--- src/rtl/uart_pkg.sv ---
// rtl/uart_pkg.sv - shared UART types and constants
// Contents:
//   uart_state_t    : receiver FSM state encoding
//   clog2()         : constant ceiling-log2, minimum result 1
//   UART_OVERSAMPLE : default tick pulses per bit, shared with baud_gen and uart_tx
package uart_pkg;

    typedef enum logic [2:0] {
        IDLE   = 3'd0,
        START  = 3'd1,
        DATA   = 3'd2,
        PARITY = 3'd3,
        STOP   = 3'd4
    } uart_state_t;

    localparam int UART_OVERSAMPLE = 16;

    function automatic int clog2(input int value);
        int result;
        int rem;
        result = 0;
        rem    = value - 1;
        while (rem > 0) begin
            result = result + 1;
            rem    = rem >> 1;
        end
        return (result < 1) ? 1 : result;
    endfunction

endpackage

--- src/rtl/uart_sync2.sv ---
// rtl/uart_sync2.sv - two-flop synchroniser for one asynchronous input
// Ports:
//   clk : system clock
//   rst : asynchronous active-low reset; both flops load RESET_VALUE
//   d   : asynchronous input
//   q   : synchronised output, two clk after d
module uart_sync2 #(
    parameter bit RESET_VALUE = 1'b1
) (
    input  logic clk,
    input  logic rst,
    input  logic d,
    output logic q
);

    logic meta;

    always_ff @(posedge clk or negedge rst) begin
        if (!rst) begin
            meta <= RESET_VALUE;
            q    <= RESET_VALUE;
        end else begin
            meta <= d;
            q    <= meta;
        end
    end

endmodule

--- src/rtl/uart_rx.sv ---
// rtl/uart_rx.sv - oversampled 8N1-style UART receiver, LSB first
// Optional parity stage built when UART_RX_PARITY_EN is defined.
// Ports:
//   clk        : system clock, rising edge
//   rst        : asynchronous active-low reset
//   tick       : one-clk enable, OVERSAMPLE pulses per bit time
//   rx         : asynchronous serial line, idle high
//   data_out   : last correctly framed word, held until the next good frame
//   data_valid : one-clk pulse when data_out updates
//   frame_err  : one-clk pulse when the stop bit samples low
//   busy       : high whenever the FSM is not IDLE
//   parity_err : (UART_RX_PARITY_EN only) one-clk pulse on a parity mismatch
module uart_rx
    import uart_pkg::*;
#(
    parameter int DATA_BITS  = 8,
    parameter int OVERSAMPLE = UART_OVERSAMPLE
`ifdef UART_RX_PARITY_EN
    ,
    parameter bit PARITY_ODD = 1'b0
`endif
) (
    input  logic                 clk,
    input  logic                 rst,
    input  logic                 tick,
    input  logic                 rx,
    output logic [DATA_BITS-1:0] data_out,
    output logic                 data_valid,
    output logic                 frame_err,
    output logic                 busy
`ifdef UART_RX_PARITY_EN
    ,
    output logic                 parity_err
`endif
);

    localparam int CW = clog2(OVERSAMPLE);
    localparam int IW = clog2(DATA_BITS);
    localparam logic [CW-1:0] MID_CNT  = CW'(OVERSAMPLE / 2 - 1);
    localparam logic [CW-1:0] LAST_CNT = CW'(OVERSAMPLE - 1);
    localparam logic [IW-1:0] LAST_IDX = IW'(DATA_BITS - 1);

    uart_state_t          state_q, state_d;
    logic                 rx_s;
    logic                 armed;
    logic [CW-1:0]        cnt;
    logic [IW-1:0]        idx;
    logic [DATA_BITS-1:0] shreg;
    logic                 shift_en;
    logic                 stop_ok;
    logic                 stop_bad;
`ifdef UART_RX_PARITY_EN
    logic                 par_bit;
    logic                 par_en;
`endif

    uart_sync2 #(.RESET_VALUE(1'b1)) u_sync (
        .clk (clk),
        .rst (rst),
        .d   (rx),
        .q   (rx_s)
    );

    always_ff @(posedge clk or negedge rst) begin
        if (!rst) state_q <= IDLE;
        else      state_q <= state_d;
    end

    always_comb begin
        state_d  = state_q;
        shift_en = 1'b0;
        stop_ok  = 1'b0;
        stop_bad = 1'b0;
`ifdef UART_RX_PARITY_EN
        par_en   = 1'b0;
`endif
        case (state_q)
            IDLE: begin
                if (!rx_s && armed) state_d = START;
            end
            START: begin
                // Line back high at mid start bit is treated as a glitch.
                if (tick && cnt == MID_CNT) state_d = rx_s ? IDLE : DATA;
            end
            DATA: begin
                if (tick && cnt == LAST_CNT) begin
                    shift_en = 1'b1;
`ifdef UART_RX_PARITY_EN
                    if (idx == LAST_IDX) state_d = PARITY;
`else
                    if (idx == LAST_IDX) state_d = STOP;
`endif
                end
            end
`ifdef UART_RX_PARITY_EN
            PARITY: begin
                if (tick && cnt == LAST_CNT) begin
                    par_en  = 1'b1;
                    state_d = STOP;
                end
            end
`endif
            STOP: begin
                // Leave at mid stop bit so a 1-bit stop allows back-to-back frames.
                if (tick && cnt == LAST_CNT) begin
                    state_d  = IDLE;
                    stop_ok  = rx_s;
                    stop_bad = !rx_s;
                end
            end
            default: state_d = IDLE;
        endcase
    end

    always_ff @(posedge clk or negedge rst) begin
        if (!rst) begin
            cnt        <= '0;
            idx        <= '0;
            shreg      <= '0;
            armed      <= 1'b0;
            data_out   <= '0;
            data_valid <= 1'b0;
            frame_err  <= 1'b0;
`ifdef UART_RX_PARITY_EN
            par_bit    <= 1'b0;
            parity_err <= 1'b0;
`endif
        end else begin
            if (state_d != state_q || state_q == IDLE) cnt <= '0;
            else if (tick) cnt <= (cnt == LAST_CNT) ? '0 : cnt + 1'b1;

            if (state_q != DATA) idx <= '0;
            else if (shift_en)   idx <= idx + 1'b1;

            // Line order is LSB first, so each new bit enters at the MSB.
            if (shift_en) shreg <= {rx_s, shreg[DATA_BITS-1:1]};

            // A break (line held low) must not re-trigger until the line idles high.
            if (stop_bad) armed <= 1'b0;
            else if (state_q == IDLE && rx_s) armed <= 1'b1;

            if (stop_ok) data_out <= shreg;
            data_valid <= stop_ok;
            frame_err  <= stop_bad;
`ifdef UART_RX_PARITY_EN
            if (par_en) par_bit <= rx_s;
            parity_err <= stop_ok && ((^shreg ^ par_bit) != PARITY_ODD);
`endif
        end
    end

    assign busy = (state_q != IDLE);

endmodule

--- config.mk ---
export PLATFORM = sky130hd
export DESIGN_NAME = uart_rx
export DESIGN_NICKNAME = d
export VERILOG_FILES = /design/src/rtl/uart_pkg.sv /design/src/rtl/uart_sync2.sv /design/src/rtl/uart_rx.sv
export SDC_FILE = /design/constraint.sdc
export NUM_CORES = 1
export LEC_CHECK = 0
export BUFFER_PORTS_ARGS = -buffer_cell sky130_fd_sc_hd__buf_2
export CAP_MARGIN = 30
export CELL_PAD_IN_SITES_DETAIL_PLACEMENT = 0
export CELL_PAD_IN_SITES_GLOBAL_PLACEMENT = 2
export CORE_ASPECT_RATIO = 0.5
export CORE_UTILIZATION = 42
export DETAILED_ROUTE_END_ITERATION = 12
export GPL_ROUTABILITY_DRIVEN = 0
export PLACE_DENSITY = 0.9
export SYNTH_ARGS = -nofsm -noshare
export SYNTH_HDL_FRONTEND = slang
export SYNTH_SLANG_ARGS = --single-unit
--- constraint.sdc ---
create_clock -name clk -period 2.5 [get_ports clk]
set_input_delay 0.25 -clock clk [delete_from_list [all_inputs] [get_ports clk]]
set_output_delay 0.25 -clock clk [all_outputs]
set_load 0.01 [all_outputs]
# [Yosys cells after proc, flatten, opt, wreduce, memory -nomap -nowiden]
# Cells that the tools add are included.
[op_classes] addsub=2 eq_ne=8 reduce_logical=11 mux=20
[op_table] op="$mux 3" n=7
[op_table] op="$mux 4" n=3
[op_table] op="$pmux 3 s4" n=1
[op_table] op="$mux 1" n=8
[op_table] op="$eq 3x3->1 const B" n=2
[op_table] op="$reduce_bool 2->1" n=3
[op_table] op="$add 4x1->4 const B" n=1
[op_table] op="$eq 4x3->1 const B" n=1
[op_table] op="$eq 4x4->1 const B" n=1
[op_table] op="$logic_and 1x1->1" n=4
[op_table] op="$add 3x1->3 const B" n=1
[op_table] op="$eq 3x1->1 const B" n=1
[op_table] op="$eq 3x2->1 const B" n=1
[op_table] op="$logic_not 3->1" n=1
[op_table] op="$ne 3x2->1 const B" n=1
[op_table] op="$ne 3x3->1" n=1
[op_table] op="$reduce_bool 3->1" n=1
[op_table] op="$mux 2" n=1
[op_table] op="$logic_not 1->1" n=1
[op_table] op="$logic_or 1x1->1" n=1
[word_totals] in_bits=4 wordCells=51 output_inout_bits=11 regBits=31

# [Logic depth before layout (Yosys ltp)]
[logic_depth] ltp_word=7 mapped_depth=5 depth_no_buf=4

# [Hierarchy]
# Synthesis repeated with hierarchy kept, for this count alone.
[unflattened] hier_cells=111 hier_area_um2=1390.1
[modules_own_cells] mod="uart_rx" seq_area_each_um2=725.7 n_inst=1 cells_each=109 area_each_um2=1337.5
[modules_own_cells] mod="uart_sync2" seq_area_each_um2=52.6 n_inst=1 cells_each=2 area_each_um2=52.6

# [Least setup slack after synthesis]
# OpenSTA, ideal clock, no wires.
[synth_path] path_kind="flip-flop to flip-flop" startpoint="reg cnt[0]" endpoint="reg shreg[0]" n_path_buf=0 required_time_ps=2375 setup_slack_ps=894 arrival_ps=1481 setup_ps=125 period_less_slack_ps=1606 path_stages_with_launch=5 path_cell_list="dfrtp_1 > ha_1 > nand4_1 > nor2_8 > mux2_2"
[synth_between] elab_chain_cells=4
[synth_lines] element="from (decl)" line="uart_rx.sv:46" rtl="logic [CW-1:0] cnt;"
[synth_lines] element="from (signal assigned)" line="uart_rx.sv:130" rtl="else if (tick) cnt <= (cnt == LAST_CNT) ? '0 : cnt + 1'b1;"
[synth_lines] element="$eq 4x4->1" line="uart_rx.sv:86" rtl="if (tick && cnt == LAST_CNT) begin"
[synth_lines] element="$logic_and 1x1->1" line="uart_rx.sv:86"
[synth_lines] element="$mux 1" line="uart_rx.sv:86"
[synth_lines] element="$mux 1" line="uart_rx.sv:77" rtl="case (state_q)"
[synth_lines] element="to (signal assigned)" line="uart_rx.sv:136" rtl="if (shift_en) shreg <= {rx_s, shreg[DATA_BITS-1:1]};"
[synth_lines] element="to (decl)" line="uart_rx.sv:48" rtl="logic [DATA_BITS-1:0] shreg;"
# Every way passes these cells.
# A chain may end at the register's enable or synchronous reset.

# [Worst setup path in the final report]
[layout_path] startpoint="reg cnt[0]" endpoint="reg data_out[1]"
[layout_between] elab_chain_cells=4
[layout_lines] element="$eq 4x4->1" line="uart_rx.sv:105" rtl="if (tick && cnt == LAST_CNT) begin"
[layout_lines] element="$logic_and 1x1->1" line="uart_rx.sv:105"
[layout_lines] element="$mux 1" line="uart_rx.sv:105"
[layout_lines] element="$mux 1" line="uart_rx.sv:77"
[layout_lines] element="to (signal assigned)" line="uart_rx.sv:142" rtl="if (stop_ok) data_out <= shreg;"
[layout_lines] element="to (decl)" line="uart_rx.sv:27" rtl="output logic [DATA_BITS-1:0] data_out,"
# Every way passes these cells.

==> metrics.cfg <==
[run_status]
outcome = finished, violations left
violations = hold timing

[floorplan]
placementRows = 14
die-area_mm2 = 0.00347
fp.dieW_um = 82.3
dieHeight_um = 42.1
ioPinCount = 15
start_util_pct = 44.7
coreArea_mm2 = 0.00303

[power]
p_int_mw = 0.826
p_sw_share_pct = 27.2
power.switching_mw = 0.308
ir_drop_mv = 0.395
clock_power_share_pct = 33.2
p_comb_share_pct = 12.1
p_leak_nw = 0.777
powerDensity_mw_per_mm2 = 744
seqPwrFrac_pct = 54.6

[route]
drt_first_pass_iters = 4
wire_per_inst_um = 12.8
ant_nets = 0
drt_iter0_markers = 61
num_vias = 834
drt_wl_total_mm = 2.07
drc = 0
via_per_inst = 5.15

[logic_synthesis]
syn_area_per_cell_um2 = 12.9
yosys_warnings = 0
synth-edff-count = 0
syn-num-nets = 112
ys.flop_type = dfrtp_1
ys_types = 35
async_flop_share_pct = 100
synth_seq_cells = 31
netlist_area_mm2 = 0.00135
synth-seq-area-share_pct = 57.5
netlist_instances = 105

[sta]
finalSetupViolCount = 0
timing.hold.ws_ps = -0.194
skew_ps = 5.48
tightest_slew_ps = 680
min_period_over_period_pct = 71.5
slew_viol_final = 0
max_freq_mhz = 560
setup_tns_ps = 0
maxSlewHeadroom_pct = 54.7
rsz0062_at_grt = no
final-hold-violation-count = 1
period_needed_ps = 1790

[cts]
clk_pin_slew_ps = 70
cts.repair.resized = 0
post_cts_buffers = 0
cts_tree = done
ctsRootBufferMaster = clkbuf_8
cts_max_path_buffers = 2
clock_latency_ps = 280
cts_sinks = 31
htreeDepth = 2
holdBufCountCts = 0
cts_buffers = 5

[global_routing]
antenna_found_initial = 0
grt.total_usage_pct = 14.5
grt_pass1_vias = 703
grt_pass1_wl_mm = 3.48
overflow = 0
grt_max_degree = 32

[job]
max-cap-violations = 0

[setup_path]
critPathLaunchType = flip-flop
worst-setup-path-type = reg2reg
reg2reg_to = data_out[1]
worstReg2RegStart = cnt[0]
cp-end-kind = flip-flop
worstRegToRegCells = 4
path_max_fanout = 9
critPathArrivalTime_ps = 1950
rrSetupSlack_ps = 710
critPathRequiredTime_ps = 2670

[finish]
drive_above_1_share_pct = 32.8
multi_input_area_um2 = 531
area_growth_pct = 12.7
nNetsFinal = 128
fin_area_mm2 = 0.00153
antenna_cells = 0
ff_latch_area_um2 = 778
nFillCells = 265

[place]
port_buffers = 14
place_hpwl_mm = 1.38
placed_area_mm2 = 0.00144

[worst_hold_path]
hold_class = in2async

==> how the worst max path moves through the flow <==
stage / start / to / slack (ps) / cells past startpoint
global placement: cnt[0] / data_out[3] / 730 / 4
detailed placement: cnt[0] / data_out[4] / 700 / 4
finish: cnt[0] / data_out[1] / 710 / 4
global route: cnt[0] / data_out[1] / 570 / 4
floorplan: cnt[0] / shreg[0] / 890 / 4
CTS: cnt[0] / data_out[1] / 700 / 4
==> Yosys cell counts, types with 2 or more instances <==
library cell  instances  share of area [%]
nand3_1               2               0.74
nand2_1               8                2.2
nor2_1                5                1.4
buf_2                 3                1.1
dfrtp_1              29                 54
mux2_2               15                 12
a22oi_1               3                1.7
nand4_1               2               0.92
inv_1                 3               0.83
dfstp_2               2                3.9
ha_1                  3                2.8
a21oi_1               7                2.6
==> cells in the final DEF (no fill, tap or decap), types with 2 or more instances in the layout <==
cell type / instances
ha_1: 3
dfrtp_1: 29
nand2_1: 8
nand4_1: 2
a21oi_1: 7
a22oi_1: 3
nor2_1: 5
dfstp_2: 2
inv_1: 3
buf_2: 14
mux2_2: 15
nand3_1: 2
clkbuf_8: 5
==> state kept, by name, indices dropped and copies added, names as in the netlist <==
| register | count |
|---|---|
| shreg | 8 |
| cnt | 4 |
| frame_err | 1 |
| data_valid | 1 |
| u_sync.q | 1 |
| armed | 1 |
| u_sync.meta | 1 |
| idx | 3 |
| state_q | 3 |
| data_out | 8 |
==> per-stage QoR <==
step,hold slack (ps),total power [mW],cells,setup slack (ps),util [%]
after floorplan,-45.6,0.728,105,894,-
after global placement,332,0.766,154,726,47.5
after detailed placement,332,0.769,154,705,47.5
after CTS,22.6,1.15,162,698,50.3
after global routing,49.6,1.22,162,575,50.3
final,-0.194,1.13,162,714,50.3
==> area by class of cell <==
type / count / share of cell area [%]
clock buffer: 6 / 4.76
clock inverter: 2 / 0.820
inverter: 3 / 0.738
multi-input combinational: 66 / 34.8
sequential: 31 / 51.0
tap: 40 / 3.28
timing repair buffer: 14 / 4.59
==> power by group through the flow <==
stage | logic [mW] | registers (mW) | clock network (mW)
floorplan | 0.114 | 0.613 | 0
global placement | 0.139 | 0.627 | 0
detailed placement | 0.140 | 0.629 | 0
CTS | 0.141 | 0.620 | 0.392
global route | 0.165 | 0.632 | 0.421
finish | 0.138 | 0.620 | 0.377
==> worst max-delay path, stage by stage, from the launching register on <==
cell and delay (ps):
dfrtp_1 400, ha_1 260, and4_1 440, nand4_4 240
mux2_2 330
==> metal layers <==
| metal | track usage (%) | vias up | share of wire, % |
|---|---|---|---|
| li1 | - | 407 | - |
| met1 | 21.5 | 411 | 53 |
| met2 | 17.7 | 12 | 42 |
| met3 | 5.87 | 4 | 4.2 |
| met4 | 7.37 | 0 | 1.3 |
| met5 | 0 | - | 0 |
==> kinds of logic (layout without fill, tap and decap cells) <==
logic type      after synthesis  count (layout)  share of synthesized area, %
compound gates               15              15                          6.93
mux                          17              17                          14.0
simple gates                 29              29                          14.1
buf+inv                       8              25                          3.33
xor+xnor                      2               2                          1.29
fa+ha+maj                     3               3                          2.77
flops                        31              31                          57.5
Power figures use the tool's default switching activity.
